[src/rtl/sdram_pkg.sv]
// Shared definitions for the SDRAM controller: pin command encodings,
// arbiter state encodings and default bus widths.
package sdram_pkg;

    // SDRAM commands as {cs_n, ras_n, cas_n, we_n}
    localparam logic [3:0] CMD_NOP  = 4'b0111;
    localparam logic [3:0] CMD_PRE  = 4'b0010;
    localparam logic [3:0] CMD_AREF = 4'b0001;
    localparam logic [3:0] CMD_ACT  = 4'b0011;
    localparam logic [3:0] CMD_WR   = 4'b0100;
    localparam logic [3:0] CMD_RD   = 4'b0101;

    // Default bus widths
    localparam int DEF_ADDR_W = 12;
    localparam int DEF_BANK_W = 2;

    // Arbiter states, binary encoded
    typedef enum logic [2:0] {
        ST_INIT  = 3'd0,
        ST_ARBIT = 3'd1,
        ST_AREF  = 3'd2,
        ST_WRITE = 3'd3,
        ST_READ  = 3'd4
    } state_e;

endpackage

[src/rtl/sdram_arbit_wdog.sv]
// Watchdog for a granted client: counts cycles spent in a busy state and
// flags expiry when the owner has not finished within TIMEOUT_CYC cycles.
module sdram_arbit_wdog #(
    parameter int TIMEOUT_CYC = 1023
) (
    input  logic clk,
    input  logic rst_n,
    input  logic i_busy,
    input  logic i_end,
    output logic o_expire
);

    localparam int CNT_W = $clog2(TIMEOUT_CYC + 1);

    logic [CNT_W-1:0] r_cnt;

    // r_cnt holds the number of completed cycles in the current busy state,
    // so the TIMEOUT_CYC-th busy cycle without an end flag is the expiry.
    assign o_expire = i_busy && !i_end && (r_cnt == CNT_W'(TIMEOUT_CYC - 1));

    // Count busy cycles; held at 0 while idle and cleared whenever the owner leaves
    always_ff @(posedge clk or negedge rst_n) begin
        if (!rst_n) begin
            r_cnt <= '0;
        end else if (!i_busy || i_end || o_expire) begin
            r_cnt <= '0;
        end else begin
            r_cnt <= r_cnt + 1'b1;
        end
    end

endmodule

[src/rtl/sdram_arbit.sv]
// SDRAM bus arbiter and command multiplexer. After init it grants one client
// at a time with priority refresh > write > read and routes that client's
// command/address/bank to the pins.
// Optional watchdog: define ARB_TIMEOUT_EN to abort a client that never ends.
module sdram_arbit
    import sdram_pkg::*;
#(
    parameter int ADDR_W      = DEF_ADDR_W,
    parameter int BANK_W      = DEF_BANK_W,
    parameter int TIMEOUT_CYC = 1023
) (
    input  logic              clk,
    input  logic              rst_n,
    input  logic [3:0]        init_cmd,
    input  logic [ADDR_W-1:0] init_addr,
    input  logic              flag_init_end,
    input  logic              ref_req,
    input  logic              flag_ref_end,
    input  logic [3:0]        aref_cmd,
    input  logic [ADDR_W-1:0] aref_addr,
    output logic              ref_en,
    input  logic              wr_req,
    input  logic              wr_end,
    input  logic [3:0]        wr_cmd,
    input  logic [ADDR_W-1:0] wr_addr,
    input  logic [BANK_W-1:0] wr_bank,
    output logic              wr_en,
    input  logic              rd_req,
    input  logic              rd_end,
    input  logic [3:0]        rd_cmd,
    input  logic [ADDR_W-1:0] rd_addr,
    input  logic [BANK_W-1:0] rd_bank,
    output logic              rd_en,
    output logic              sdram_cke,
    output logic [3:0]        sdram_cmd,
    output logic [ADDR_W-1:0] sdram_addr,
    output logic [BANK_W-1:0] sdram_bank,
    output logic              err_timeout
);

    state_e r_state;
    logic   r_ref_en;
    logic   r_wr_en;
    logic   r_rd_en;
    logic   r_cke;
    logic   w_owner_end;
    logic   w_expire;

    // End flag of whichever client currently owns the bus; others are ignored
    always_comb begin
        // NOTE: every always_comb output gets a default first so no path infers a latch.
        w_owner_end = 1'b0;
        case (r_state)
            ST_AREF:  w_owner_end = flag_ref_end;
            ST_WRITE: w_owner_end = wr_end;
            ST_READ:  w_owner_end = rd_end;
            default:  w_owner_end = 1'b0;
        endcase
    end

`ifdef ARB_TIMEOUT_EN
    logic w_busy;
    logic r_err;

    assign w_busy      = (r_state == ST_AREF) || (r_state == ST_WRITE) || (r_state == ST_READ);
    assign err_timeout = r_err;

    sdram_arbit_wdog #(
        .TIMEOUT_CYC (TIMEOUT_CYC)
    ) u_wdog (
        .clk      (clk),
        .rst_n    (rst_n),
        .i_busy   (w_busy),
        .i_end    (w_owner_end),
        .o_expire (w_expire)
    );
`else
    assign w_expire    = 1'b0;
    assign err_timeout = 1'b0;
`endif

    // Arbitration FSM with registered one-cycle grant pulses and clock enable
    always_ff @(posedge clk or negedge rst_n) begin
        if (!rst_n) begin
            r_state  <= ST_INIT;
            r_ref_en <= 1'b0;
            r_wr_en  <= 1'b0;
            r_rd_en  <= 1'b0;
            r_cke    <= 1'b0;
`ifdef ARB_TIMEOUT_EN
            r_err    <= 1'b0;
`endif
        end else begin
            // NOTE: state and registered outputs use non-blocking assignments so every
            // reader in this edge sees the pre-edge values.
            r_cke    <= 1'b1;
            r_ref_en <= 1'b0;
            r_wr_en  <= 1'b0;
            r_rd_en  <= 1'b0;
`ifdef ARB_TIMEOUT_EN
            r_err    <= w_expire;
`endif
            case (r_state)
                ST_INIT: begin
                    if (flag_init_end) r_state <= ST_ARBIT;
                end
                ST_ARBIT: begin
                    if (ref_req) begin
                        r_state  <= ST_AREF;
                        r_ref_en <= 1'b1;
                    end else if (wr_req) begin
                        r_state  <= ST_WRITE;
                        r_wr_en  <= 1'b1;
                    end else if (rd_req) begin
                        r_state  <= ST_READ;
                        r_rd_en  <= 1'b1;
                    end
                end
                ST_AREF, ST_WRITE, ST_READ: begin
                    if (w_owner_end || w_expire) r_state <= ST_ARBIT;
                end
                default: r_state <= ST_INIT;
            endcase
        end
    end

    // Pin mux driven straight from the registered state, no added latency
    always_comb begin
        sdram_cmd  = CMD_NOP;
        sdram_addr = '0;
        sdram_bank = '0;
        case (r_state)
            ST_INIT: begin
                sdram_cmd  = init_cmd;
                sdram_addr = init_addr;
            end
            ST_AREF: begin
                sdram_cmd  = aref_cmd;
                sdram_addr = aref_addr;
            end
            ST_WRITE: begin
                sdram_cmd  = wr_cmd;
                sdram_addr = wr_addr;
                sdram_bank = wr_bank;
            end
            ST_READ: begin
                sdram_cmd  = rd_cmd;
                sdram_addr = rd_addr;
                sdram_bank = rd_bank;
            end
            default: begin
                sdram_cmd  = CMD_NOP;
                sdram_addr = '0;
                sdram_bank = '0;
            end
        endcase
    end

    assign ref_en    = r_ref_en;
    assign wr_en     = r_wr_en;
    assign rd_en     = r_rd_en;
    assign sdram_cke = r_cke;

endmodule

[config.mk]
export PLATFORM = sky130hd
export DESIGN_NAME = sdram_arbit
export DESIGN_NICKNAME = d
export VERILOG_FILES = /design/src/rtl/sdram_pkg.sv /design/src/rtl/sdram_arbit_wdog.sv /design/src/rtl/sdram_arbit.sv
export SDC_FILE = /design/constraint.sdc
export NUM_CORES = 1
export LEC_CHECK = 0
export ABC_CLOCK_PERIOD_IN_PS = 2400
export CORE_MARGIN = 8
export CORE_UTILIZATION = 30
export CTS_CLUSTER_SIZE = 8
export DETAILED_ROUTE_END_ITERATION = 7
export PLACE_DENSITY_LB_ADDON = 0.1
export SLEW_MARGIN = 30
export SYNTH_ARGS = -nofsm -noshare
export SYNTH_HDL_FRONTEND = slang
export SYNTH_SLANG_ARGS = --single-unit
[constraint.sdc]
create_clock -name clk -period 2.4 [get_ports clk]
set_input_delay 0.6 -clock clk [delete_from_list [all_inputs] [get_ports clk]]
set_output_delay 0.6 -clock clk [all_outputs]
set_load 0.005 [all_outputs]
==> results_dict.tcl <==
set metrics [dict create \
    ys_ff_latch 7 \
    synth_top_family_by_area "compound AO/OA/AOI/OAI gates" \
    drc 0 \
    status "complete, no violations" \
    via_count 1265 \
    place_area_um2 1890 \
    syn_area_per_cell_um2 8.62 \
    setup_viol 0 \
    yosysSeqAreaShare_pct 19.2 \
    start_util_pct 30.7 \
    worst_slack_ps 61.5 \
    synth_area_um2 913 \
    ir_worst_vdd_mv 0.366 \
    grt_overflow_total 0 \
    synth-xor-area-share_pct 0 \
    hp-class "input pin to async pin" \
    clk_pin_slew_worst_paths_ps 50 \
    fmax_mhz 428 \
    numClockSinks 7 \
    fin_area_um2 2090 \
    ant_nets 0 \
    htree_levels 1 \
    layout_common_cells "clkdlybuf4s50_1, mux2i_1, dlygate4sd2_1" \
    ios 100 \
    hold_buffers 0 \
    final_common_cell "clkdlybuf4s50_1" \
    grt_pass1_vias 1427 \
    hpwl_um 3460 \
    numCtsBuffers 3 \
    core_area_um2 2980 \
    cts-root-buf "clkbuf_4" \
    place_congestion 0.740 \
    dieArea_um2 5070 \
    grt_pass1_wl_um 6620 \
    core.rowCount 20 \
    synthMuxAreaShare_pct 22.1 \
    synthCells 106 \
    num-nets-final 294 \
    synth-compound-area-share_pct 31.5 \
    yosys.area_share.simple_pct 11.4 \
    synth.net_count 183 \
    path_class "register to output port" \
    drv_cap 0 \
    power_density_nw_per_um2 757 \
    end_kind "output port" \
    critical_path_required_ps 1800 \
    die_height_um 71.2 \
    clockBufferDepth 2 \
    slew_violations 0 \
    synth.distinct_cells 27 \
    dr.pass1.iters 4 \
    critPathMaxFanout 12 \
    drt-total-wl_um 4190 \
    grt_usage_pct 16.1 \
    power.leakage_nw 0.989 \
    diodes 0 \
    grt_max_degree 15 \
    fin_crit_ps 2340 \
    fin_crit_sh_pct 97.4 \
    clk_latency_ps 250 \
    yosys_warnings 0 \
    synthAdderAreaFrac_pct 0 \
    layout-drive-gt1-share_pct 16.7 \
    critPathLaunchType "register" \
    drt_iter0_markers 21 \
    antenna_found_initial 0 \
    critPathArrivalTime_ps 1740 \
    cts_tree "done" \
    dpl.cell_count 233 \
    post_drt_wl_per_cell_um 16.8 \
    die_w_um 71.2 \
    fin_cells 249 \
    via_per_inst 5.08 \
    pre_cts_ws_ps -227 \
    hold_viol 0 \
    area_growth_pct 129 \
    port_buffers 98 \
    skew_ps 1.92 \
]
==> what timing repair did <==
item	in CTS	in global routing
buffers inserted	3	9
cloned	0	0
pin swaps	1	1
setup endpoints to repair	18	2
resized for setup	27	2
==> metrics by stage <==
step                      utilization (%)  TNS [ps]  power [mW]  hold slack (ps)
after CTS                            67.5         0        1.56              607
final                                70.3         0        1.58              596
after global placement               63.5     -2050        1.39              648
after global routing                 70.3     -7.10        1.72              618
after floorplan                         -         0       0.846              304
after detailed placement             63.5     -2480        1.42              655
==> cell families (layout without fill, tap and decap cells) <==
logic type | after synthesis | count (layout)
and+or+nand+nor | 17 | 17
muxes | 20 | 20
buffers and inverters | 24 | 134
other | 2 | 2
AOI/OAI and AO/OA | 36 | 36
DFF | 7 | 7
==> worst max-delay path: stages, from the launching register on <==
cell and delay [ps]:
dfrtp_2 420, nand2b_4 160, nor2_4 120, buf_12 140
a22o_1 140, clkdlybuf4s50_1 500
==> state kept, by name, indices dropped and copies added, names as in the netlist <==
signal / cells
r_state: 3
rd_en: 1
ref_en: 1
sdram_cke: 1
wr_en: 1
==> final timing paths <==
| kind | start | to | slack [ps] | depth (start not counted) |
|---|---|---|---|---|
| setup reg to reg | r_state[2] | r_state[0] | 1160 | 5 |
| hold / removal | rst_n | r_state[0] | 600 | 1 |
| hold reg to reg | r_state[1] | r_state[1] | 670 | 2 |
| min in group clk | r_state[1] | r_state[1] | 670 | 2 |
| max in group asynchronous | rst_n | r_state[2] | 1560 | 1 |
| setup / recovery | r_state[2] | sdram_bank[0] | 60 | 5 |
==> synth_stat cells <==
master / instances / area share, %
nor2_4: 1 / 1.2
nand2b_2: 2 / 1.9
conb_1: 2 / 0.82
o31ai_1: 1 / 0.82
inv_1: 15 / 6.2
a22oi_1: 3 / 2.5
nor2_1: 5 / 2.1
o21ai_0: 1 / 0.55
buf_4: 2 / 1.6
mux2i_1: 19 / 21
mux2_2: 1 / 1.2
o32a_1: 1 / 1.1
buf_6: 5 / 6.2
nand2_1: 1 / 0.41
a211oi_1: 1 / 0.82
a31oi_1: 1 / 0.69
nor4_1: 1 / 0.69
o32ai_1: 13 / 12
nor4b_1: 1 / 0.96
a22o_1: 2 / 1.9
nor3_1: 2 / 1.1
nand2b_1: 2 / 1.4
or2_4: 1 / 0.96
dfrtp_1: 7 / 19
nor2b_1: 1 / 0.69
a21o_1: 13 / 11
buf_2: 2 / 1.1
==> metal layers <==
metal | share of wire, % | GRT usage, % | up-vias
li1 | - | - | 614
met1 | 37 | 15.8 | 584
met2 | 53 | 31.4 | 57
met3 | 6.5 | 3.95 | 10
met4 | 3.0 | 5.54 | 0
met5 | 0 | 0 | -
==> where the power goes <==
part	leakage [nW]	switching (mW)	internal, mW
combinational	0.886	0.570	0.732
clock	0.0150	0.0419	0.0633
sequential	0.0884	0.0283	0.147
==> cell type report <==
cell class	count	area (um^2)
repair buffers	115	1110
fillers	259	886
multi-input cells	75	678
flip-flops and latches	7	176
inverters	15	56.3
well taps	33	41.3
clock buffers	4	26.3
(Power assumes the default switching activity.)
